[src/rtl/mux4_sel_scanner_if.sv]
// Signal bundle between the select scanner, the downstream 4:1 mux and the snapshot consumer.
interface mux4_sel_scanner_if #(
    parameter int DWELL_W = 8
);
    logic               Enable;
    logic [3:0]         Mask;
    logic [DWELL_W-1:0] Dwell;
    logic               MuxOut;
    logic               Ack;
    logic               Sel1;
    logic               Sel0;
    logic [3:0]         Sample;
    logic               Valid;
    logic               Busy;
    logic               Overrun;

    // master: the scanner itself; slave: the environment (mux, consumer, control)
    modport master (
        input  Enable, Mask, Dwell, MuxOut, Ack,
        output Sel1, Sel0, Sample, Valid, Busy, Overrun
    );
    modport slave (
        output Enable, Mask, Dwell, MuxOut, Ack,
        input  Sel1, Sel0, Sample, Valid, Busy, Overrun
    );
endinterface

[src/rtl/mux4_sel_scanner.sv]
// Round-robin select sequencer for a 4:1 mux: steps Sel1/Sel0 over the enabled channels,
// samples the returned mux output once per channel and publishes a snapshot per sweep.
module mux4_sel_scanner #(
    parameter int DWELL_W = 8,
    parameter int SETTLE  = 1
) (
    input  logic               Clk,
    input  logic               Reset,
    mux4_sel_scanner_if.master bus,
    output logic [1:0]         dbg_state_o
);
    typedef enum logic [1:0] {
        S_IDLE   = 2'd0,
        S_SETTLE = 2'd1,
        S_DWELL  = 2'd2
    } state_t;

    localparam int SW = (SETTLE > 1) ? $clog2(SETTLE) : 1;
    localparam logic [SW-1:0] SETTLE_LAST = SW'((SETTLE > 0) ? SETTLE - 1 : 0);
    localparam state_t SLOT_FIRST = (SETTLE == 0) ? S_DWELL : S_SETTLE;

    state_t             state_q, state_d;
    logic [1:0]         chan_q, chan_d;
    logic [3:0]         mask_l_q, mask_l_d;
    logic [DWELL_W-1:0] dwell_l_q, dwell_l_d;
    logic [DWELL_W-1:0] dcnt_q, dcnt_d;
    logic [SW-1:0]      scnt_q, scnt_d;
    logic [3:0]         shadow_q, shadow_d;
    logic [3:0]         sample_q, sample_d;
    logic               valid_q, valid_d;
    logic               overrun_q, overrun_d;

    logic               start_ok;
    logic [DWELL_W-1:0] dwell_eff;
    logic [3:0]         captured;
    logic [3:0]         above;
    logic               do_launch;
    logic               do_idle;
    logic               publish;

    function automatic logic [1:0] lowest(input logic [3:0] m);
        logic [1:0] r;
        r = 2'd0;
        for (int k = 3; k >= 0; k--) begin
            if (m[k]) r = 2'(k);
        end
        return r;
    endfunction

    assign start_ok  = bus.Enable && (bus.Mask != 4'b0000);
    assign dwell_eff = (bus.Dwell == '0) ? DWELL_W'(1) : bus.Dwell;

    always_comb begin
        state_d   = state_q;
        chan_d    = chan_q;
        mask_l_d  = mask_l_q;
        dwell_l_d = dwell_l_q;
        dcnt_d    = dcnt_q;
        scnt_d    = scnt_q;
        shadow_d  = shadow_q;
        sample_d  = sample_q;
        valid_d   = valid_q;
        overrun_d = overrun_q;
        do_launch = 1'b0;
        do_idle   = 1'b0;
        publish   = 1'b0;
        captured  = shadow_q;
        captured[chan_q] = bus.MuxOut;
        // enabled channels strictly above the current one
        above     = mask_l_q & ~((4'b0010 << chan_q) - 4'b0001);

        case (state_q)
            S_IDLE: do_launch = start_ok;
            S_SETTLE: begin
                if (!bus.Enable) begin
                    do_idle = 1'b1;
                end else if (scnt_q == SETTLE_LAST) begin
                    state_d = S_DWELL;
                    scnt_d  = '0;
                end else begin
                    scnt_d = scnt_q + 1'b1;
                end
            end
            S_DWELL: begin
                if (dcnt_q == dwell_l_q - 1'b1) begin
                    if (above != 4'b0000) begin
                        if (!bus.Enable) begin
                            do_idle = 1'b1;
                        end else begin
                            shadow_d = captured;
                            chan_d   = lowest(above);
                            state_d  = SLOT_FIRST;
                            dcnt_d   = '0;
                            scnt_d   = '0;
                        end
                    end else begin
                        publish   = 1'b1;
                        do_launch = start_ok;
                        do_idle   = !start_ok;
                    end
                end else if (!bus.Enable) begin
                    do_idle = 1'b1;
                end else begin
                    dcnt_d = dcnt_q + 1'b1;
                end
            end
            default: do_idle = 1'b1;
        endcase

        if (do_launch) begin
            mask_l_d  = bus.Mask;
            dwell_l_d = dwell_eff;
            chan_d    = lowest(bus.Mask);
            shadow_d  = '0;
            state_d   = SLOT_FIRST;
            dcnt_d    = '0;
            scnt_d    = '0;
        end
        if (do_idle) begin
            state_d  = S_IDLE;
            chan_d   = 2'd0;
            shadow_d = '0;
            dcnt_d   = '0;
            scnt_d   = '0;
        end

        // Valid/Ack: Valid rises on publish and holds until an edge with Ack=1 and no
        // publish; a publish always wins over Ack; publishing over an unacked Valid sets Overrun.
        if (publish) begin
            sample_d = captured & mask_l_q;
            valid_d  = 1'b1;
            if (valid_q && !bus.Ack) overrun_d = 1'b1;
        end else if (bus.Ack) begin
            valid_d = 1'b0;
        end
    end

    always_ff @(posedge Clk or posedge Reset) begin
        if (Reset) begin
            state_q   <= S_IDLE;
            chan_q    <= 2'd0;
            mask_l_q  <= '0;
            dwell_l_q <= '0;
            dcnt_q    <= '0;
            scnt_q    <= '0;
            shadow_q  <= '0;
            sample_q  <= '0;
            valid_q   <= 1'b0;
            overrun_q <= 1'b0;
        end else begin
            state_q   <= state_d;
            chan_q    <= chan_d;
            mask_l_q  <= mask_l_d;
            dwell_l_q <= dwell_l_d;
            dcnt_q    <= dcnt_d;
            scnt_q    <= scnt_d;
            shadow_q  <= shadow_d;
            sample_q  <= sample_d;
            valid_q   <= valid_d;
            overrun_q <= overrun_d;
        end
    end

    assign bus.Sel1    = chan_q[1];
    assign bus.Sel0    = chan_q[0];
    assign bus.Sample  = sample_q;
    assign bus.Valid   = valid_q;
    assign bus.Busy    = (state_q != S_IDLE);
    assign bus.Overrun = overrun_q;
    assign dbg_state_o = state_q;
endmodule

[src/flat_wrapper.sv]
// flat-port wrapper written by rule: the top's interface ports become plain ports
module mux4_sel_scanner_flat 
#(
    parameter int DWELL_W = 8,
    parameter int SETTLE  = 1
)
  (Clk, Reset, dbg_state_o, bus_Enable, bus_Mask, bus_Dwell, bus_MuxOut, bus_Ack, bus_Sel1, bus_Sel0, bus_Sample, bus_Valid, bus_Busy, bus_Overrun);
  mux4_sel_scanner_if #(.DWELL_W(DWELL_W)) bus_i ();
  input  logic Clk;
  input  logic Reset;
  output logic [1:0] dbg_state_o;
  input wire logic [$bits(bus_i.Enable)-1:0] bus_Enable;
  input wire logic [$bits(bus_i.Mask)-1:0] bus_Mask;
  input wire logic [$bits(bus_i.Dwell)-1:0] bus_Dwell;
  input wire logic [$bits(bus_i.MuxOut)-1:0] bus_MuxOut;
  input wire logic [$bits(bus_i.Ack)-1:0] bus_Ack;
  output wire logic [$bits(bus_i.Sel1)-1:0] bus_Sel1;
  output wire logic [$bits(bus_i.Sel0)-1:0] bus_Sel0;
  output wire logic [$bits(bus_i.Sample)-1:0] bus_Sample;
  output wire logic [$bits(bus_i.Valid)-1:0] bus_Valid;
  output wire logic [$bits(bus_i.Busy)-1:0] bus_Busy;
  output wire logic [$bits(bus_i.Overrun)-1:0] bus_Overrun;
  assign bus_i.Enable = bus_Enable;
  assign bus_i.Mask = bus_Mask;
  assign bus_i.Dwell = bus_Dwell;
  assign bus_i.MuxOut = bus_MuxOut;
  assign bus_i.Ack = bus_Ack;
  assign bus_Sel1 = bus_i.Sel1;
  assign bus_Sel0 = bus_i.Sel0;
  assign bus_Sample = bus_i.Sample;
  assign bus_Valid = bus_i.Valid;
  assign bus_Busy = bus_i.Busy;
  assign bus_Overrun = bus_i.Overrun;
  mux4_sel_scanner #(.DWELL_W(DWELL_W), .SETTLE(SETTLE)) u_core (.Clk(Clk), .Reset(Reset), .bus(bus_i), .dbg_state_o(dbg_state_o));
endmodule
[config.mk]
export PLATFORM = sky130hd
export DESIGN_NAME = mux4_sel_scanner_flat
export DESIGN_NICKNAME = d
export VERILOG_FILES = /design/src/rtl/mux4_sel_scanner_if.sv /design/src/rtl/mux4_sel_scanner.sv /design/src/flat_wrapper.sv
export SDC_FILE = /design/constraint.sdc
export NUM_CORES = 1
export LEC_CHECK = 0
export ABC_AREA = 1
export ABC_CLOCK_PERIOD_IN_PS = 2880
export CAP_MARGIN = 30
export CORE_ASPECT_RATIO = 0.5
export CORE_MARGIN = 2
export CORE_UTILIZATION = 55
export CTS_CLUSTER_SIZE = 14
export DETAILED_ROUTE_END_ITERATION = 8
export PLACE_DENSITY = 0.85
export SYNTH_ARGS = -nofsm -noshare
export SYNTH_HDL_FRONTEND = slang
export SYNTH_SLANG_ARGS = --single-unit
[constraint.sdc]
create_clock -name Clk -period 2.88 [get_ports Clk]
set_clock_uncertainty 0.05 [all_clocks]
set_input_delay 0.576 -clock Clk [delete_from_list [all_inputs] [get_ports Clk]]
set_output_delay 0.576 -clock Clk [all_outputs]
set_load 0.005 [all_outputs]
==> impl_metrics.py, run 1 <==
metrics = {
    "grt": {
        "grt_usage_pct": 23.96,
        "grt_overflow": 0,
        "grt_pass1_vias": 1997,
        "grt_max_degree": 35,
        "grt_pass1_wl_um": 8673,
        "antenna_found_initial": 0,
    },
    "routing": {
        "wl_um": 5008,
        "ant_nets": 0,
        "drt-initial-drc-count": 157,
        "firstDrtPassIters": 5,
        "wl_per_cell_um": 13.21,
        "vias_per_cell": 5.404,
        "vias": 2048,
        "drc": 0,
    },
    "timing": {
        "fin_tns_setup_ns": 0,
        "hold_violations": 0,
        "worst_slew_pin_slew_ns": 0.4416,
        "worst_slack_ns": 0.4271,
        "min_period_ns": 2.453,
        "setup_violations": 0,
        "rsz0062_at_grt": "false",
        "slew_viol_final": 0,
        "post-route-period-util_pct": 85.17,
        "maxSlewHeadroom_pct": 70.56,
        "fmaxAchievable_mhz": 407.7,
    },
    "cts": {
        "clk_latency_ns": 0.28,
        "ctsLongestPathBuffers": 2,
        "cts_tree": "yes",
        "htreeDepth": 2,
        "root_buffer": "clkbuf_8",
        "cts_setup_buffers": 0,
        "numCtsBuffers": 5,
        "cts_sinks": 34,
        "cts-resized-gates": 0,
        "hold_buffers": 0,
        "path_clk_slew_ns": 0.07,
    },
    "run_status": {
        "status": "finished, final reports clean",
    },
    "placed_design": {
        "placed_cells": 373,
        "dpl_cell_area_sq_mm": 0.002574,
        "hpwlAfterDp_um": 3853,
        "gp_congestion": 0.8687,
        "port_buffers": 27,
        "pre_cts_ws_ns": 0.3576,
    },
    "finish": {
        "drive_gt1_share_pct": 14.46,
        "final_cells": 379,
        "final_util_pct": 67.70,
        "design_area_sq_mm": 0.002656,
        "fin_nets": 349,
        "mostFrequentLayoutCells": "nand2_1 (87), inv_1 (36), dfrtp_1 (34), clkdlybuf4s50_1 (27), nor2_1 (20)",
        "syn2layout_area_growth_pct": 16.91,
        "layout_commonest_cell": "nand2_1",
        "n_antenna_cell": 0,
    },
    "hold_path": {
        "min_delay_path_depth": 2,
        "hold_class": "reg2reg",
        "min_from": "u_core.bus.Sample[0]",
        "min_to": "u_core.bus.Sample[0]",
    },
    "yosys": {
        "synth_top_family_by_area": "simple AND/OR/NAND/NOR gates",
        "yosys.area.top_type_share_pct": 37.44,
        "syn-num-nets": 318,
        "synth_top_flop_cell": "dfrtp_1",
        "synth_warnings": 0,
        "synth.top_cells.by_area": "dfrtp_1 (37%), nand2_1 (14%), inv_1 (5.9%)",
        "netlist_instances": 295,
        "ys_seq_area_share_pct": 37.44,
        "async_reset_ff_share_pct": 100.0,
        "synth_simple_gate_area_share_pct": 35.68,
        "synth.avg_cell_area_sq_um": 7.702,
        "syn_area_sq_mm": 0.002272,
        "yosys.area_share.xor_xnor_pct": 2.698,
        "synth_compound_area_share_pct": 11.51,
        "synthMuxAreaShare_pct": 0,
        "ys_types": 36,
        "yosys.area.top_type": "dfrtp_1",
        "synth-seq-cells": 34,
        "synth_edf_count": 0,
        "synth_adder_area_share_pct": 3.304,
    },
    "floorplanning": {
        "initial_core_util_pct": 57.91,
        "dieArea_sq_mm": 0.004693,
        "pin_count": 28,
        "die_x_um": 94.90,
        "coreArea_sq_mm": 0.003924,
        "fp-row-count": 16,
        "fp.dieH_um": 49.45,
    },
    "power": {
        "p_leak_uw": 0.001348,
        "peakVddDrop_v": 0.0005459,
        "power_density_mw_per_mm2": 914.3,
    },
    "worst_setup_path": {
        "crit_required_ns": 3.05,
        "rr_worst_depth": 11,
        "end_kind": "register",
        "r2r_start": "u_core.dbg_state_o[0]",
        "critical_path_class": "reg2reg",
        "arrival_ns": 2.62,
        "worstSetupStartpointType": "register",
        "reg2reg_to": "u_core.dcnt_q[3]",
        "rrSetupSlack_ns": 0.43,
        "path_max_fanout": 23,
    },
    "job": {
        "cap_violations": 0,
    },
}
-- layout make-up --
cell class / count / area, sq um
inverter: 41 / 153.9
clock buffer: 6 / 82.58
timing repair buffer: 30 / 292.8
sequential: 34 / 850.8
fill: 337 / 1267
multi-input combinational: 214 / 1209
tap: 54 / 67.56
-- logic make-up after synthesis --
kind of cell / Yosys count
simple gates: 162
buf+inv: 47
compound gates: 39
flops: 34
xor+xnor: 7
fa+ha+maj: 6
-- worst max path at each step --
stage	start	endpoint	slack [ns]
after floorplan	u_core.dwell_l_q[0]	u_core.shadow_q[2]	0.84
after global placement	bus_Mask[0]	u_core.dcnt_q[3]	0.47
after detailed placement	bus_Mask[3]	u_core.dcnt_q[3]	0.36
after CTS	u_core.dwell_l_q[0]	u_core.dcnt_q[3]	0.44
after global routing	u_core.dwell_l_q[0]	u_core.dcnt_q[3]	0.25
final	u_core.dbg_state_o[0]	u_core.dcnt_q[3]	0.43
-- worst max-delay path, cell delays in order (launching register included) --
cell      delay, ns
dfrtp_1        0.42
inv_1          0.09
ha_1           0.36
inv_1          0.27
nor2_1         0.10
a211oi_1       0.22
nand2_2        0.15
nor2_8         0.36
nand2_4        0.10
inv_2          0.13
nand2_1        0.06
nand2_1        0.07
-- per-stage QoR --
stage,hold WS [ns],power [uW]
after global routing,0.4628,2627
after global placement,0.4089,2027
after floorplan,0.4034,1776
after CTS,0.4385,2424
final,0.4331,2429
after detailed placement,0.4221,2076
-- registers in the layout, indices dropped and copies added (netlist names) --
signal              cells
u_core.dbg_state_o      2
u_core.dcnt_q           8
u_core.bus.Valid        1
u_core.chan_q           2
u_core.bus.Sample       4
u_core.mask_l_q         4
u_core.bus.Overrun      1
u_core.dwell_l_q        8
u_core.shadow_q         4
-- power by group --
part           leakage (uW)  total (uW)  switching (uW)  internal, uW
Clock             0.0000431         344             160           184
Sequential         0.000424         766             148           618
Combinational      0.000880        1320             828           490
-- per-layer routing --
layer,routed length [um],up-vias,track usage (%)
li1,-,1017,-
met1,2076,942,29.38
met2,2593,80,42.91
met3,280,9,4.587
met4,57,0,7.488
met5,0,-,0
-- cells in the mapped netlist (2+ instances only) --
| library cell | instances |
|---|---|
| nand2_1 | 87 |
| inv_1 | 36 |
| dfrtp_1 | 34 |
| nor2_1 | 20 |
| o21ai_0 | 18 |
| nand3_1 | 16 |
| nand4_1 | 12 |
| a21oi_1 | 7 |
| nand2_2 | 7 |
| ha_1 | 6 |
| o211ai_2 | 6 |
| inv_2 | 5 |
| nand3_2 | 4 |
| nor2_4 | 4 |
| xor2_1 | 4 |
| nor2_2 | 3 |
| o21ai_2 | 3 |
| xnor2_1 | 3 |
| buf_4 | 2 |
| nand2_4 | 2 |
(Power assumes the default switching activity.)
==> run 2: changes to the inputs <==
--- a/config.mk
+++ b/config.mk
@@ -13,7 +13,9 @@
 export CORE_UTILIZATION = 55
 export CTS_CLUSTER_SIZE = 14
 export DETAILED_ROUTE_END_ITERATION = 8
-export PLACE_DENSITY = 0.85
+export DONT_BUFFER_PORTS = 1
+export PLACE_DENSITY = 0.76
+export SETUP_SLACK_MARGIN = 0.3
 export SYNTH_ARGS = -nofsm -noshare
 export SYNTH_HDL_FRONTEND = slang
 export SYNTH_SLANG_ARGS = --single-unit
==> impl_metrics.py, run 2 (same netlist as run 1, synthesis figures left out) <==
metrics = {
    "run_status": {
        "status": "finished, final reports clean",
    },
    "worst_setup_path": {
        "crit_path_end": "u_core.chan_q[1]",
        "worstSetupStartpointType": "register",
        "crit_required_ns": 3.07,
        "r2r_start": "u_core.dwell_l_q[0]",
        "startpoint": "u_core.dwell_l_q[0]",
        "rr_worst_depth": 15,
        "critical_path_class": "reg2reg",
        "reg2reg_to": "u_core.chan_q[1]",
        "rrSetupSlack_ns": 0.53,
        "slowest_delay_ns": 0.39,
        "slowest_stage": "dfrtp_1",
        "path_max_fanout": 7,
        "end_kind": "register",
        "arrival_ns": 2.54,
        "crit_chain": "inv_2 > ha_1 > nand2_1 > inv_1 > nor2_1 > nand2_2 > nor2_4 > nand3_2 > nor2_4 > nand2_2 > nor2_4 > inv_2 > o21ai_2 > nand2_1 > nand2_1",
    },
    "hold_path": {
        "hold_class": "in2async",
    },
    "floorplanning": {
        "fp.dieH_um": 49.45,
        "fp-row-count": 16,
        "initial_core_util_pct": 57.91,
        "coreArea_sq_mm": 0.003924,
        "die_x_um": 94.90,
        "dieArea_sq_mm": 0.004693,
        "pin_count": 28,
    },
    "timing": {
        "post-route-period-util_pct": 81.67,
        "maxSlewHeadroom_pct": 71.30,
        "slew_viol_final": 0,
        "setup_violations": 0,
        "min_period_ns": 2.352,
        "hold_violations": 0,
        "worst_slew_pin_slew_ns": 0.4305,
        "fmaxAchievable_mhz": 425.2,
        "fin_tns_setup_ns": 0,
        "rsz0062_at_grt": "false",
    },
    "finish": {
        "fin_nets": 326,
        "mostFrequentLayoutCells": "nand2_1 (87), inv_1 (36), dfrtp_1 (34), nor2_1 (20), o21ai_0 (18)",
        "drive_gt1_share_pct": 17.76,
        "final_util_pct": 62.44,
        "multiInputGateArea_sq_mm": 0.001245,
        "n_antenna_cell": 0,
        "reg_top3": "u_core.dcnt_q: 8 flops, u_core.dwell_l_q: 8 flops",
        "final_cells": 358,
        "layout_commonest_cell": "nand2_1",
        "regArea_sq_um": 850.8,
        "syn2layout_area_growth_pct": 7.819,
        "n_fill_cell": 350,
    },
    "grt": {
        "grt_pass1_vias": 1879,
        "grt_pass1_wl_um": 8369,
        "grt_overflow": 0,
        "grt_max_degree": 35,
        "grt_usage_pct": 23.15,
        "antenna_found_initial": 0,
    },
    "placed_design": {
        "port_buffers": 0,
        "gp_congestion": 0.9575,
        "hpwlAfterDp_um": 3574,
        "placed_cells": 345,
    },
    "cts": {
        "root_buffer": "clkbuf_8",
        "htreeDepth": 2,
        "path_clk_slew_ns": 0.07,
        "numCtsBuffers": 5,
        "ctsLongestPathBuffers": 2,
        "cts_sinks": 34,
        "clk_latency_ns": 0.30,
        "cts_tree": "yes",
    },
    "routing": {
        "wl_um": 4933,
        "drc": 0,
        "vias_per_cell": 5.503,
        "ant_nets": 0,
        "drt-initial-drc-count": 115,
        "firstDrtPassIters": 5,
        "vias": 1970,
        "wl_per_cell_um": 13.78,
    },
    "job": {
        "cap_violations": 0,
    },
    "power": {
        "power_density_mw_per_mm2": 966.8,
        "power.total_uw": 2368,
        "p_leak_uw": 0.001268,
        "peakVddDrop_v": 0.0004886,
    },
}
## run 2: cell count changes in the layout (fill, tap and decap cells not counted)
cell,delta
buf_4,+2
clkdlybuf4s50_1,-27
clkinvlp_4,+1
nand2_8,+1
nand3_2,+1
nand3_1,-1
clkinv_2,+1
nor2_4,+1
## run 2: layer usage
metal / global-route usage (%) / share of wire [%] / up-vias
met2: 38.18 / 46 / 59
met3: 5.505 / 6.5 / 9
met5: 0 / 0 / -
met1: 29.58 / 45 / 930
li1: - / - / 972
met4: 9.179 / 1.8 / 0
## run 2: final cells by class
cell class,count,share of cell area [%]
multi-input cells,216,50.82
inverters,41,6.282
well taps,54,2.758
flip-flops and latches,34,34.73
clock inverters,2,0.5107
clock buffers,6,3.371
repair buffers,5,1.532
## run 2: critical path, delay by kind of cell (launching register included)
| kind | cells | cell delay (ns) |
|---|---|---|
| AO/OA/AOI/OAI | 1 | 0.15 |
| adder cells (fa/ha/maj) | 1 | 0.31 |
| buffers and inverters | 3 | 0.25 |
| flip-flops | 1 | 0.39 |
| AND/OR/NAND/NOR | 10 | 1.13 |
## run 2: repair_timing
action / CTS / global route
resized for setup: 0 / 2
hold buffers: 0 / 0
setup endpoints to repair: 0 / 9
setup buffers: 0 / 3
## run 2: worst min path at each step
stage / start / to / depth (start not counted)
after floorplan: u_core.mask_l_q[0] / u_core.mask_l_q[0] / 2
after global placement: u_core.mask_l_q[0] / u_core.mask_l_q[0] / 2
after detailed placement: u_core.mask_l_q[0] / u_core.mask_l_q[0] / 2
after CTS: Reset / u_core.dwell_l_q[0] / 2
after global routing: Reset / u_core.dwell_l_q[7] / 2
final: Reset / u_core.mask_l_q[3] / 2
## run 2: metrics by stage
stage | hold WS (ns) | setup slack (ns) | instance area (sq um)
2_1_floorplan | 0.4034 | 0.8370 | 2272
3_3_place_gp | 0.4284 | 0.5452 | 2296
3_5_place_dp | 0.4322 | 0.4354 | 2296
4_1_cts | 0.2285 | 0.4183 | 2391
5_1_grt | 0.2418 | 0.3230 | 2450
6_report | 0.2105 | 0.5280 | 2450
## run 2: report_power, final
part | internal (uW) | switching, uW
Combinational | 399 | 813
Sequential | 618 | 161
Clock | 192 | 185
Total | 1210 | 1160
==> run 3: changes to the inputs <==
--- a/config.mk
+++ b/config.mk
@@ -6,7 +6,7 @@
 export NUM_CORES = 1
 export LEC_CHECK = 0
 export ABC_AREA = 1
-export ABC_CLOCK_PERIOD_IN_PS = 2880
+export ABC_CLOCK_PERIOD_IN_PS = 2250
 export CAP_MARGIN = 30
 export CORE_ASPECT_RATIO = 0.5
 export CORE_MARGIN = 2
==> constraint.sdc (replaced) <==
create_clock -name Clk -period 2.25 [get_ports Clk]
set_clock_uncertainty 0.05 [all_clocks]
set_input_delay 0.45 -clock Clk [delete_from_list [all_inputs] [get_ports Clk]]
set_output_delay 0.45 -clock Clk [all_outputs]
set_load 0.005 [all_outputs]
==> impl_metrics.py, run 3 (same netlist as run 1, synthesis figures left out) <==
metrics = {
    "routing": {
        "ant_nets": 0,
        "vias_per_cell": 5.682,
        "drt-initial-drc-count": 149,
        "vias": 2125,
        "drc": 0,
        "wl_um": 5949,
        "wl_per_cell_um": 15.91,
        "firstDrtPassIters": 5,
    },
    "worst_setup_path": {
        "end_kind": "register",
        "startpoint": "u_core.dwell_l_q[0]",
        "path_delay_family": "simple AND/OR/NAND/NOR gates",
        "cp_num_buf_inv": 2,
        "path_common_cell": "nor2_4",
        "path_max_fanout": 7,
        "worstSetupStartpointType": "register",
        "critical_path_class": "reg2reg",
        "slowest_stage": "dfrtp_1",
        "arrival_ns": 2.32,
        "crit_chain": "inv_2 > ha_4 > nor2_2 > nor2_2 > nand2_2 > nor2_4 > nand3_2 > nor2_4 > nand2_2 > nor2_4 > inv_2 > o21ai_2 > nand2_1 > nand2_1",
        "r2r_start": "u_core.dwell_l_q[0]",
        "slowest_delay_ns": 0.38,
        "crit_required_ns": 2.43,
    },
    "placed_design": {
        "port_buffers": 0,
        "pre_cts_ws_ns": 0.09412,
        "dpl_cell_area_sq_mm": 0.002351,
        "hpwlAfterDp_um": 3622,
        "gp_congestion": 0.9158,
    },
    "finish": {
        "multiInputGateArea_sq_mm": 0.001370,
        "design_area_sq_mm": 0.002763,
        "n_antenna_cell": 0,
        "reg_top3": "u_core.dcnt_q: 8 flops, u_core.dwell_l_q: 8 flops",
        "mostFrequentLayoutCells": "nand2_1 (68), inv_1 (33), dfrtp_1 (33), nand2_2 (22), nor2_1 (17)",
        "regArea_sq_um": 852.1,
        "final_util_pct": 70.41,
        "n_fill_cell": 287,
        "drive_gt1_share_pct": 31.87,
        "syn2layout_area_growth_pct": 21.59,
        "layout_commonest_cell": "nand2_1",
        "fin_nets": 342,
    },
    "cts": {
        "cts_tree": "yes",
        "numCtsBuffers": 5,
        "ctsLongestPathBuffers": 2,
        "clk_latency_ns": 0.30,
        "root_buffer": "clkbuf_8",
        "path_clk_slew_ns": 0.08,
        "htreeDepth": 2,
        "cts_sinks": 34,
        "hold_buffers": 0,
    },
    "grt": {
        "grt_overflow": 0,
        "antenna_found_initial": 0,
        "grt_pass1_wl_um": 9673,
        "grt_max_degree": 35,
        "grt_usage_pct": 27.01,
        "grt_pass1_vias": 2011,
    },
    "job": {
        "cap_violations": 0,
    },
    "timing": {
        "slew_viol_final": 0,
        "maxSlewHeadroom_pct": 70.75,
        "min_period_ns": 2.137,
        "post-route-period-util_pct": 95.00,
        "worst_slew_pin_slew_ns": 0.4387,
        "rsz0062_at_grt": "true",
        "fmaxAchievable_mhz": 467.9,
        "fin_tns_setup_ns": 0,
        "hold_violations": 0,
        "setup_violations": 0,
        "worst_slack_ns": 0.1126,
    },
    "floorplanning": {
        "initial_core_util_pct": 57.91,
        "dieArea_sq_mm": 0.004693,
        "coreArea_sq_mm": 0.003924,
        "fp-row-count": 16,
        "die_x_um": 94.90,
        "fp.dieH_um": 49.45,
        "pin_count": 28,
    },
    "power": {
        "p_leak_uw": 0.001399,
        "peakVddDrop_v": 0.0007006,
        "power_density_mw_per_mm2": 1323,
    },
    "hold_path": {
        "hold_class": "in2async",
    },
    "run_status": {
        "status": "finished, final reports clean",
    },
}
[run 3: cell count changes in the layout (fill, tap and decap cells not counted), moves of 2 or more]
| cell | before | now |
|---|---|---|
| nor2_4 | 5 | 7 |
| nand2_4 | 2 | 5 |
| o21ai_1 | 1 | 7 |
| nand2_2 | 7 | 22 |
| nand2_1 | 87 | 68 |
| buf_4 | 5 | 11 |
| nor2_2 | 3 | 5 |
| o21ai_2 | 3 | 6 |
| nor2_1 | 20 | 17 |
| o21ai_0 | 18 | 8 |
| inv_1 | 36 | 33 |
| buf_6 | 0 | 8 |
[run 3: worst register-to-register path: cells and delay by family (launching register included)]
kind	cells	cell delay [ns]
compound gates	1	0.16
fa+ha+maj	1	0.28
buf+inv	2	0.18
flops	1	0.38
simple gates	10	1.03
[run 3: layout make-up]
class	instances	area share (%)
Multi-Input combinational cell	216	49.59
Sequential cell	34	30.84
Timing Repair Buffer	21	7.790
Inverter	41	6.024
Clock buffer	7	3.125
Tap cell	54	2.446
Clock inverter	1	0.1812
[run 3: path summary, 6_finish.rpt]
check	to	slack, ns	cells past startpoint
setup / recovery	u_core.chan_q[0]	0.11	14
hold / removal	u_core.dcnt_q[7]	0.09	2
setup reg to reg	u_core.chan_q[0]	0.11	14
hold reg to reg	u_core.bus.Overrun	0.46	2
max in group asynchronous	u_core.chan_q[0]	1.72	2
min in group Clk	u_core.bus.Overrun	0.19	1
[run 3: stage by stage]
step                      cells  hold WS (ns)  total power (uW)
final                       374       0.09060              3656
after global placement      349        0.4098              2503
after detailed placement    349        0.4195              2562
after CTS                   370       0.09752              3333
after global routing        374        0.1518              3900
after floorplan             295        0.4034              2313
[run 3: what timing repair did]
item / 4_1_cts / 5_1_grt
setup buffers: 10 / 4
resized for setup: 27 / 35
endpoints found under the hold margin: 0 / 0
gates cloned: 3 / 0
setup endpoints to repair: 31 / 34
pin swaps: 15 / 8
[run 3: per-layer routing]
layer | wire length [um] | GRT usage [%] | up-vias
met2 | 2868 | 41.13 | 94
met1 | 2550 | 37.11 | 1008
met5 | 0 | 0 | -
met3 | 414 | 7.492 | 16
met4 | 116 | 9.662 | 0
li1 | - | - | 1007
[run 3: power by group]
| part | switching, uW | leakage (uW) | total, uW | internal, uW |
|---|---|---|---|---|
| Clock | 236 | 0.0000482 | 483 | 247 |
| Combinational | 1310 | 0.000928 | 2160 | 852 |
| Sequential | 218 | 0.000423 | 1010 | 793 |
==> RTL change, RTL diff (config.mk and constraints of run 2) <==
`DWELL_W` is set to 8 in 3 places; all go to 7.
--- a/src/rtl/mux4_sel_scanner_if.sv
+++ b/src/rtl/mux4_sel_scanner_if.sv
@@ -1,6 +1,6 @@
 // Signal bundle between the select scanner, the downstream 4:1 mux and the snapshot consumer.
 interface mux4_sel_scanner_if #(
-    parameter int DWELL_W = 8
+    parameter int DWELL_W = 7
 );
     logic               Enable;
     logic [3:0]         Mask;
--- a/src/rtl/mux4_sel_scanner.sv
+++ b/src/rtl/mux4_sel_scanner.sv
@@ -1,7 +1,7 @@
 // Round-robin select sequencer for a 4:1 mux: steps Sel1/Sel0 over the enabled channels,
 // samples the returned mux output once per channel and publishes a snapshot per sweep.
 module mux4_sel_scanner #(
-    parameter int DWELL_W = 8,
+    parameter int DWELL_W = 7,
     parameter int SETTLE  = 1
 ) (
     input  logic               Clk,
--- a/src/flat_wrapper.sv
+++ b/src/flat_wrapper.sv
@@ -1,7 +1,7 @@
 // flat-port wrapper written by rule: the top's interface ports become plain ports
 module mux4_sel_scanner_flat 
 #(
-    parameter int DWELL_W = 8,
+    parameter int DWELL_W = 7,
     parameter int SETTLE  = 1
 )
   (Clk, Reset, dbg_state_o, bus_Enable, bus_Mask, bus_Dwell, bus_MuxOut, bus_Ack, bus_Sel1, bus_Sel0, bus_Sample, bus_Valid, bus_Busy, bus_Overrun);
Ports: changed (resized bus_Dwell); port bits go from 28 to 27. No check against the original RTL was run, so the function may have changed too.
==> RTL change against run 2 <==
- worst hold slack better by 0.0029 ns
- total power down 4.8%
- sequential cell count fell by 2
- worst setup slack improved by 0.013 ns
- via count decreased by 4.2%
- cell area down 8.0%
- largest power group unchanged
- synthesized area down 8.8%
- wire length shrank 6.4%
==> RTL change: results (changes against run 2) <==
POST_SYNTHESIS_MEAN_INSTANCE_AREA_UM2=6.820  # -11%
POST_SYNTH_XOR_AREA_FRACTION_PCT=0.8449  # -1.9 points
WORST_SKEW_PAIR.LATE_LATENCY_NS=0.28  # -0.02 ns
DRT_ITER0_MARKERS=159  # +38%
CP_DATA_ARRIVAL_TIME_NS=2.50  # -0.04 ns
SHARE_OF_POWER_BURNED_IN_COMBINATIONAL_LOGIC_PCT=46.0  # -5.2 points
NUMBER_OF_ITERATIONS_IN_THE_FIRST_DETAILED_ROUTING_PASS=4  # -1
ROUTE.VIAS.TOTAL=1887  # -4.2%
SYNTHTOPCELLSBYCOUNT='sky130_fd_sc_hd__nand2_1, sky130_fd_sc_hd__inv_1, sky130_fd_sc_hd__nand3_1'
TRACK_USAGE_PCT=22.71  # -0.45 points
TOTAL_PLACED_CELLS_INCLUDING_TAP_CELLS=353  # +2.3%
STATUS='completed'
SYNTH_FA_HA_AREA_SHARE_PCT=3.621  # +0.32 points
GRT_START_MAX_NET_PINS=33  # -5.7%
SYNTH_NETS=326  # +2.5%
CRITICAL_PATH.MAX_FANOUT=9  # +2
WORST_SLEW_MARGIN_REL_PCT=73.04  # +1.7 points
DRT-VIAS-PER-INSTANCE=5.227  # -5.0%
FINALWEIGHTEDCONGESTION=0.9028  # -5.7%
PG_SEQ_uW=749  # -3.9%
DPL-INSTANCE-AREA_UM2=2115  # -7.9%
LARGEST_REGISTERS_IN_THE_FINAL_LAYOUT='u_core.dcnt_q: 7 flops, u_core.dwell_l_q: 7 flops'
LEAKAGE_nW=1.189  # -6.2%
SYNTHDISTINCTLIBCELLS=28  # -22%
LAYOUT-DRIVE-GT1-SHARE_PCT=7.097  # -11 points
YS_SEQ_AREA_SHARE_PCT=38.62  # +1.2 points
==> RTL change: changes by cell type after synthesis, moves of 3 or more <==
cell,before,now
sky130_fd_sc_hd__xnor2_1,3,0
sky130_fd_sc_hd__nand3_1,16,36
sky130_fd_sc_hd__nand4_1,12,6
sky130_fd_sc_hd__nor2_4,4,1
sky130_fd_sc_hd__nand2_1,87,102
sky130_fd_sc_hd__o211ai_2,6,0
sky130_fd_sc_hd__buf_6,0,3
sky130_fd_sc_hd__o21ai_2,3,0
sky130_fd_sc_hd__inv_2,5,2
sky130_fd_sc_hd__nor2_1,20,29
sky130_fd_sc_hd__inv_1,36,39
sky130_fd_sc_hd__nand2_2,7,1
==> RTL change: worst paths after layout <==
| path | start | endpoint | slack (ns) | cells after the start |
|---|---|---|---|---|
| max | u_core.dwell_l_q[0] | u_core.dbg_state_o[0] | 0.54 | 14 |
| min | Reset | u_core.dcnt_q[4] | 0.21 | 2 |
| max reg2reg | u_core.dwell_l_q[0] | u_core.dbg_state_o[0] | 0.54 | 14 |
| min reg2reg | u_core.bus.Overrun | u_core.bus.Overrun | 0.45 | 2 |
| max in group asynchronous | Reset | u_core.dcnt_q[2] | 2.26 | 2 |
| min in group Clk | bus_Ack | u_core.bus.Overrun | 0.33 | 1 |
==> RTL change: worst max-delay path, cell delays in order (launching register included) <==
cell and delay, ns:
sky130_fd_sc_hd__dfrtp_1 0.42, sky130_fd_sc_hd__inv_2 0.11, sky130_fd_sc_hd__ha_1 0.25, sky130_fd_sc_hd__nand2_1 0.11, sky130_fd_sc_hd__nor2_2 0.15, sky130_fd_sc_hd__nand3_1 0.09, sky130_fd_sc_hd__nand2_1 0.10, sky130_fd_sc_hd__nand3_2 0.09
sky130_fd_sc_hd__nor2_4 0.17, sky130_fd_sc_hd__nand3_2 0.11, sky130_fd_sc_hd__nand2_2 0.18, sky130_fd_sc_hd__inv_1 0.19, sky130_fd_sc_hd__o21ai_0 0.13, sky130_fd_sc_hd__nand2_1 0.07, sky130_fd_sc_hd__nand2_1 0.06
==> RTL change: cell type report <==
type	count	area (um2)	area share, %
multi-input cells	227	1094	48.53
flip-flops and latches	32	800.8	35.54
inverters	41	153.9	6.830
clock buffers	7	96.34	4.275
well taps	51	63.81	2.832
clock inverters	1	30.03	1.333
repair buffers	2	15.01	0.6663
==> RTL change: layer usage <==
metal  GRT usage [%]  vias up  share of wire [%]
met1           30.88      846                 48
li1                -      984                  -
met4           6.970        0                1.0
met3           5.512        7                5.8
met2           37.76       50                 45
met5               0        -                  0
==> RTL change: timing repair <==
action	4_1_cts	5_1_grt
endpoints found under the setup margin	0	11
setup buffers	0	0
hold endpoints to repair	0	0
gates resized for setup	0	3
